==> config.mk <==
export PLATFORM = sky130hd
export DESIGN_NAME = serial_compare_ctrl
export DESIGN_NICKNAME = d
export VERILOG_FILES = /design/src/rtl/serial_compare_ctrl.sv
export SDC_FILE = /design/constraint.sdc
export NUM_CORES = 1
export LEC_CHECK = 0
export CAP_MARGIN = 10
export CORE_UTILIZATION = 35
export CTS_CLUSTER_DIAMETER = 50
export DETAILED_ROUTE_END_ITERATION = 7
export SYNTH_ARGS = -nofsm -noshare
export SYNTH_HDL_FRONTEND = slang
export SYNTH_SLANG_ARGS = --single-unit
export TNS_END_PERCENT = 20
==> constraint.sdc <==
create_clock -name clk -period 1.39 [get_ports clk]
set_input_delay 0.2085 -clock clk [delete_from_list [all_inputs] [get_ports clk]]
set_output_delay 0.2085 -clock clk [all_outputs]
set_load 0.02 [all_outputs]
==> src/rtl/serial_compare_ctrl.sv <==
// Serial MSB-first unsigned compare through one external 1-bit slice; SERIAL_CMP_EARLY_EXIT_EN ends on first differing bit.
// Latency: accept on edge k, out_valid after edge k+WIDTH (or k+first-diff-position with early exit).
// Backpressure: one compare in flight; in_ready low from accept until the result is taken with out_ready.
module serial_compare_ctrl #(
    parameter int WIDTH = 8
) (
    input  logic                       clk,
    input  logic                       rst,
    input  logic                       in_valid,
    output logic                       in_ready,
    input  logic [WIDTH-1:0]           in_a,
    input  logic [WIDTH-1:0]           in_b,
    output logic                       cmp_a,
    output logic                       cmp_b,
    input  logic                       cmp_lt,
    input  logic                       cmp_eq,
    output logic                       out_valid,
    input  logic                       out_ready,
    output logic                       out_lt,
    output logic                       out_eq,
    output logic                       out_gt,
    output logic [$clog2(WIDTH+1)-1:0] out_cycles
);
    localparam int CW = $clog2(WIDTH + 1);

    typedef enum logic [1:0] {
        IDLE = 2'd0,
        RUN  = 2'd1,
        DONE = 2'd2
    } state_t;

    state_t           state;
    logic [WIDTH-1:0] sh_a;
    logic [WIDTH-1:0] sh_b;
    logic [CW-1:0]    cnt;
    logic             decided;
    logic             dec_lt;

    logic differ;
    logic last;
    logic lt_now;
    logic gt_now;
    logic eq_now;

    // cmp_a/cmp_b are held in registers, so the slice outputs are valid within the same cycle
    assign differ = ~cmp_eq & ~decided;
`ifdef SERIAL_CMP_EARLY_EXIT_EN
    assign last   = (cnt == CW'(1)) | differ;
`else
    assign last   = (cnt == CW'(1));
`endif
    assign lt_now = decided ? dec_lt  : (differ & cmp_lt);
    assign gt_now = decided ? ~dec_lt : (differ & ~cmp_lt);
    assign eq_now = ~decided & ~differ;

    always_ff @(posedge clk or posedge rst) begin
        if (rst) begin
            state      <= IDLE;
            in_ready   <= 1'b1;
            out_valid  <= 1'b0;
            out_lt     <= 1'b0;
            out_eq     <= 1'b0;
            out_gt     <= 1'b0;
            out_cycles <= '0;
            cmp_a      <= 1'b0;
            cmp_b      <= 1'b0;
            sh_a       <= '0;
            sh_b       <= '0;
            cnt        <= '0;
            decided    <= 1'b0;
            dec_lt     <= 1'b0;
        end else begin
            case (state)
                IDLE: begin
                    if (in_valid) begin
                        // MSB goes straight to the slice; the rest waits in the shift regs
                        cmp_a      <= in_a[WIDTH-1];
                        cmp_b      <= in_b[WIDTH-1];
                        sh_a       <= in_a << 1;
                        sh_b       <= in_b << 1;
                        cnt        <= CW'(WIDTH);
                        decided    <= 1'b0;
                        dec_lt     <= 1'b0;
                        out_lt     <= 1'b0;
                        out_eq     <= 1'b0;
                        out_gt     <= 1'b0;
                        out_cycles <= '0;
                        in_ready   <= 1'b0;
                        state      <= RUN;
                    end
                end
                RUN: begin
                    sh_a       <= sh_a << 1;
                    sh_b       <= sh_b << 1;
                    cnt        <= cnt - CW'(1);
                    out_cycles <= out_cycles + CW'(1);
                    if (differ) begin
                        decided <= 1'b1;
                        dec_lt  <= cmp_lt;
                    end
                    if (last) begin
                        cmp_a     <= 1'b0;
                        cmp_b     <= 1'b0;
                        cnt       <= '0;
                        out_lt    <= lt_now;
                        out_eq    <= eq_now;
                        out_gt    <= gt_now;
                        out_valid <= 1'b1;
                        state     <= DONE;
                    end else begin
                        cmp_a <= sh_a[WIDTH-1];
                        cmp_b <= sh_b[WIDTH-1];
                    end
                end
                DONE: begin
                    if (out_ready) begin
                        out_valid <= 1'b0;
                        in_ready  <= 1'b1;
                        state     <= IDLE;
                    end
                end
                default: begin
                    out_valid <= 1'b0;
                    in_ready  <= 1'b1;
                    cmp_a     <= 1'b0;
                    cmp_b     <= 1'b0;
                    state     <= IDLE;
                end
            endcase
        end
    end
endmodule

==> results of run 1 <==
[critical path, stage by stage, from the launching register on]
cell	delay, ns
dfrtp_1	0.38
inv_2	0.08
ha_4	0.12
or3b_4	0.42
nand4_1	0.09
o221ai_1	0.11
[power by group through the flow]
stage | Combinational, W | Sequential [W] | Clock [W]
final | 0.00215 | 0.00169 | 0.000740
after global routing | 0.00237 | 0.00176 | 0.000807
after CTS | 0.00214 | 0.00169 | 0.000757
after detailed placement | 0.00223 | 0.00171 | 0
after global placement | 0.00217 | 0.00168 | 0
after floorplan | 0.00129 | 0.00183 | 0
[cell families after synthesis]
| kind of cell | after synthesis | share of synthesized area |
|---|---|---|
| buffers and inverters | 18 | 0.06346 |
| adders and majority gates | 3 | 0.02294 |
| xor gates and xnor gates | 1 | 0.005353 |
| and+or+nand+nor | 52 | 0.1506 |
| AOI/OAI and AO/OA | 39 | 0.1544 |
| DFF | 33 | 0.5054 |
| muxes | 16 | 0.09786 |
[synthesized netlist by cell type, drive strengths merged]
| cell type | number |
|---|---|
| and2b | 1 |
| dfrtp | 32 |
| dfstp | 1 |
| nand2 | 28 |
| o21ai | 24 |
| xor2 | 1 |
| o21bai | 1 |
| o31ai | 2 |
| a22oi | 2 |
| or3b | 1 |
| o211ai | 2 |
| a22o | 2 |
| nor4 | 1 |
| a2bb2oi | 1 |
| nor2 | 7 |
| clkbuf | 3 |
| o41ai | 1 |
| nand2b | 1 |
| nor2b | 3 |
| nand3 | 7 |
| buf | 7 |
| a21oi | 3 |
| nor3b | 1 |
| o221ai | 1 |
| ha | 3 |
| mux2i | 16 |
| nand4 | 2 |
| inv | 8 |
[repair_timing]
item,CTS,global route
buffers inserted,0,1
gates resized for setup,12,4
endpoints found under the setup margin,17,7
pin swaps,0,1
[layout make-up]
| type | instances | area, um^2 |
|---|---|---|
| Clock buffer | 8 | 90.09 |
| Fill cell | 405 | 2210 |
| Inverter | 8 | 30.03 |
| Multi-Input combinational cell | 111 | 725.7 |
| Sequential cell | 33 | 827.0 |
| Tap cell | 52 | 65.06 |
| Timing Repair Buffer | 50 | 466.7 |
[cells in the final DEF, fill, tap and decap left out, types with 2 or more instances in the layout]
cell type,count
mux2i_1,16
nor2_1,7
clkdlybuf4s50_1,21
o21ai_0,14
a21oi_1,3
inv_1,7
nand2_1,27
a22o_1,2
nor2b_1,3
o21ai_1,10
a22oi_1,2
nand4_1,2
dlygate4sd2_1,11
clkbuf_8,6
o211ai_2,2
ha_1,2
clkbuf_1,2
o31ai_1,2
dfrtp_1,32
buf_12,2
nand3_1,6
buf_4,16
[flip-flops by register name (all words and copies together), names as in the netlist]
signal      count
out_gt          1
cmp_b           1
sh_b            7
out_valid       1
cnt             4
decided         1
in_ready        1
state           2
sh_a            7
out_cycles      4
out_lt          1
out_eq          1
cmp_a           1
dec_lt          1
[metrics by stage]
stage | power, W | setup slack, ns
2_1_floorplan | 0.003114 | 0.01637
3_3_place_gp | 0.003849 | -0.1277
3_5_place_dp | 0.003932 | -0.1302
4_1_cts | 0.004585 | -0.02172
5_1_grt | 0.004930 | 0.003983
6_report | 0.004579 | 0.04259
[layer usage]
layer  vias to the layer above  share of wire  track usage
met4                         0          0.018      0.08667
met3                         7          0.044      0.04040
met1                       624           0.45       0.1908
met5                         -              0            0
met2                        27           0.49       0.2402
li1                        653              -            -
[how the worst min path moves through the flow]
stage	to	slack, ns	depth (start not counted)
CTS	sh_a[3]	0.26	3
global route	out_cycles[1]	0.30	3
global placement	out_valid	0.46	2
finish	out_cycles[0]	0.26	3
detailed placement	out_valid	0.46	2
floorplan	cmp_a	0.34	1
==> results.md, run 1 <==
* Result of the run: finished, final reports clean
* CTS tree: yes
* Number of standard cells after synthesis at 162
* Via count of the first global-routing pass at 1293
* Worst flop-to-flop path endpoint: cnt[3]
* Die Outline Area at 4953 um^2
* Fin util at 0.4994
* Worst reg-to-reg setup slack at 0.04 ns
* Setup repair after global routing missed its margin: no
* Final Hold Vio Count at 0
* Crit path time final at 1.347 ns
* Cts bufs inserted at 5
* Die Width at 70.38 um
* Pins Over Slew Limit at 0
* Final weighted congestion in routability-driven placement at 0.7779
* Core area at 4414 um^2
* Post-synthesis average cell area at 10.10 um^2
* Start-to-end type of the worst setup path: reg -> reg
* Post-synth top area share at 0.4893
* Required time worst endpoint at 1.54 ns
* DRT iter0 DRCs at 67
* # DRC at 0
* Clk sink count at 33
* Maximum level of the CTS H-tree at 2
* Power per cell area at 2077 nW/um^2
* Reg power frac at 0.369
* Cell-internal power at 0.002850 W
* Starting Density at 0.3707
* Critical path fanouts, max at 6
* Peak clock frequency supported by timing at 742.2 MHz
* Cell area after placement at 2101 um^2
* Portion of the clock cycle consumed by the worst path in the final layout at 0.9694
* Number of warning messages in the yosys log at 0
* Number of inserted diodes at 0
* Switching power total at 0.001730 W
* Area added between synthesis and finish at 34.71%
* Clock root buffer: clkbuf_8
* Number of search-and-repair iterations in the first detailed-routing pass at 4
* Finished Cell Area at 2205 um^2
* Wire length of the first global-routing pass at 5927 um
* Initial antenna violation count at 0
* Net total in the final layout at 234
* Non-filler cells in the finished layout at 262
* Start of the worst register-to-register path: cnt[1]
* Combined global-route utilization of all metal layers at 0.1536
* Clk_lat worst skew at 0.29 ns
* Category of the worst setup path capture point: flip-flop
* Fraction of final layout cells sized beyond drive strength 1 at 0.1619
* Count of buffers from port buffering at 32
* Count of max-cap constraint violations at 0
* Final hold slack at 0.2580 ns
* Max transition margin at 0.7300
* DIE HEIGHT at 70.38 um
* DPL Wire Length at 2531 um
* Part of the total power dissipated in the clock network at 0.162
* Post-route ant nets at 0
* Transition time at the pin with the least slew margin at 0.4012 ns
* Yosys cell types at 32
* Aggregate global routing overflow at 0
* Sequential cell area fraction in the yosys report at 0.5054
* WL final at 3376 um
* Via density per instance at 5.004
* Critical Path Source Type: flip-flop
* Static Leak at 1.062 nW
* VDD IR max at 0.9399 mV
* Library cell with the largest summed area after synthesis: dfrtp_1
* Pin count of the biggest net entering global routing at 34
* Post-Route Skew at 0.006924 ns
* Clock transition at the register clock pins on the worst setup and hold paths after CTS at 0.07 ns
* Detailed-route wire length per cell at 12.89 um
* Net Count, Synth at 187
* Critical path origin: cnt[1]
* Vias at 1311
* Min-delay worst type: in -> async
* Switching portion of total power at 0.3777
* I/O Pins at 33
* Comb pwr share at 0.469
* Post-cts hold buffer count at 0
* CP endpoint: cnt[3]
* Synth Cell Area at 1637 um^2
* Top post-synthesis cells by area: dfrtp_1 (49%), mux2i_1 (9.8%), nand2_1 (6.2%), o21ai_0 (4.3%), o21ai_1 (3.1%)
* Site row count at 24
* Worst reg2reg path depth at 5
* Worst EP arrival at 1.50 ns
* Total instance count after detailed placement at 253
* Number of synthesized register bits at 33
* CTS Buffer Depth at 2
* Count of final setup violators at 0
* Sum Neg Setup Slack at 0 ns
Power figures use the tool's default switching activity.
==> inputs of run 2 (changes only) <==
--- a/config.mk
+++ b/config.mk
@@ -9,6 +9,7 @@
 export CORE_UTILIZATION = 35
 export CTS_CLUSTER_DIAMETER = 50
 export DETAILED_ROUTE_END_ITERATION = 7
+export SLEW_MARGIN = 10
 export SYNTH_ARGS = -nofsm -noshare
 export SYNTH_HDL_FRONTEND = slang
 export SYNTH_SLANG_ARGS = --single-unit
==> results of run 2 <==
The final DEF is identical to that of run 1; final timing and power are the same.
==> inputs of run 3 (changes only) <==
--- a/config.mk
+++ b/config.mk
@@ -9,6 +9,7 @@
 export CORE_UTILIZATION = 35
 export CTS_CLUSTER_DIAMETER = 50
 export DETAILED_ROUTE_END_ITERATION = 7
+export REMOVE_ABC_BUFFERS = 1
 export SLEW_MARGIN = 10
 export SYNTH_ARGS = -nofsm -noshare
 export SYNTH_HDL_FRONTEND = slang
==> results.md, run 3 (synthesis results as in run 1) <==
* CTS Buffer Depth at 2
* Max transition margin at 0.7226
* Critical Path Source Type: flip-flop
* Post-route ant nets at 0
* Largest registers in the final layout: sh_a x7, sh_b x7
* Reg power frac at 0.376
* Die Width at 70.38 um
* Switching power total at 0.001732 W
* Count of final setup violators at 0
* Fraction of final layout cells sized beyond drive strength 1 at 0.1442
* Crit path time final at 1.357 ns
* I/O Pins at 33
* DPL Wire Length at 2536 um
* Wire length of the first global-routing pass at 5982 um
* Portion of the clock cycle consumed by the worst path in the final layout at 0.9759
* Critical path fanouts, max at 6
* DRT iter0 DRCs at 62
* Worst setup slack after layout at 0.03344 ns
* Core area at 4414 um^2
* WL final at 3401 um
* Start-to-end type of the worst setup path: reg -> reg
* Via count of the first global-routing pass at 1310
* Maximum level of the CTS H-tree at 2
* Initial antenna violation count at 0
* Pin count of the biggest net entering global routing at 34
* Worst setup slack after placement at -0.09943 ns
* Final Hold Vio Count at 0
* Switching portion of total power at 0.3826
* Post-Route Skew at 0.008475 ns
* Peak clock frequency supported by timing at 737.2 MHz
* Power per cell area at 2070 nW/um^2
* Aggregate global routing overflow at 0
* Clock root buffer: clkbuf_8
* Most used cells in the layout excluding fill and tap cells: dfrtp_1 (32), nand2_1 (27), clkdlybuf4s50_1 (21)
* Vias at 1304
* # DRC at 0
* Starting Density at 0.3707
* Part of the total power dissipated in the clock network at 0.150
* Static Leak at 1.051 nW
* Pins Over Slew Limit at 0
* CTS tree: yes
* Commonest non-fill, non-tap cell in the layout: dfrtp_1
* Combined global-route utilization of all metal layers at 0.1538
* Final hold slack at 0.2728 ns
* Count of buffers from port buffering at 32
* Area added between synthesis and finish at 33.64%
* Setup repair after global routing missed its margin: no
* Sum Neg Setup Slack at 0 ns
* Clk_lat worst skew at 0.28 ns
* Final weighted congestion in routability-driven placement at 0.7522
* Required time worst endpoint at 1.52 ns
* Count of max-cap constraint violations at 0
* Result of the run: finished, final reports clean
* DIE HEIGHT at 70.38 um
* Net total in the final layout at 232
* Cts bufs inserted at 5
* Worst EP arrival at 1.49 ns
* Comb pwr share at 0.473
* Cell-internal power at 0.002795 W
* Number of inserted diodes at 0
* Transition time at the pin with the least slew margin at 0.4123 ns
* Die Outline Area at 4953 um^2
* VDD IR max at 0.7622 mV
* Clk sink count at 33
* Clock transition at the register clock pins on the worst setup and hold paths after CTS at 0.06 ns
* Category of the worst setup path capture point: flip-flop
* Site row count at 24
* Via density per instance at 5.015
* Fin util at 0.4955
* Number of search-and-repair iterations in the first detailed-routing pass at 4
* Detailed-route wire length per cell at 13.08 um
* Min-delay worst type: in -> async
[run 3: routing by layer]
metal  GRT usage  up-vias  routed length (um)
met2      0.2561       31                1645
met3     0.05339        7                 144
met1      0.1862      618                1567
met5           0        -                   0
met4     0.04667        0                  44
li1            -      648                   -
[run 3: worst max-delay path: stages (launching register included)]
cell and delay [ns]:
dfrtp_1 0.40, inv_2 0.08, ha_4 0.12, or3b_4 0.41
nand4_1 0.10, o221ai_1 0.10
[run 3: metrics by stage]
stage | instance area (um^2) | total power [W] | cells
detailed placement | 2106 | 0.003954 | 252
floorplan | 1563 | 0.002950 | 152
CTS | 2175 | 0.004555 | 260
finish | 2187 | 0.004527 | 260
global placement | 2106 | 0.003852 | 252
global route | 2187 | 0.004910 | 260
[run 3: path summary, 6_finish.rpt]
check / from / to / slack [ns] / depth (start not counted)
max in group asynchronous: rst / in_ready / 0.87 / 3
worst max register to register: cnt[1] / cnt[3] / 0.03 / 5
worst max-delay path: cnt[1] / cnt[3] / 0.03 / 5
worst min-delay path: rst / out_cycles[1] / 0.27 / 3
worst min register to register: sh_b[6] / sh_b[6] / 0.48 / 2
min in group clk: sh_b[6] / sh_b[6] / 0.48 / 2
[run 3: power groups by stage]
stage                     combinational (W)  sequential, W  clock, W
after global placement              0.00216        0.00169         0
after global routing                0.00239        0.00176  0.000756
final                               0.00214        0.00170  0.000681
after CTS                           0.00215        0.00170  0.000702
after detailed placement            0.00223        0.00172         0
after floorplan                     0.00108        0.00187         0
[run 3: area by class of cell]
type | instances | area, um^2
fill | 392 | 2227
inverter | 8 | 30.03
sequential | 33 | 827.0
tap | 52 | 65.06
clock buffer | 8 | 80.08
multi-input combinational | 111 | 720.7
timing repair buffer | 48 | 464.2
[run 3: timing repair]
item / CTS / global route
buffers inserted: 0 / 0
resized for setup: 12 / 3
pin swaps: 0 / 1
hold buffers: 0 / 0
endpoints found under the setup margin: 15 / 3
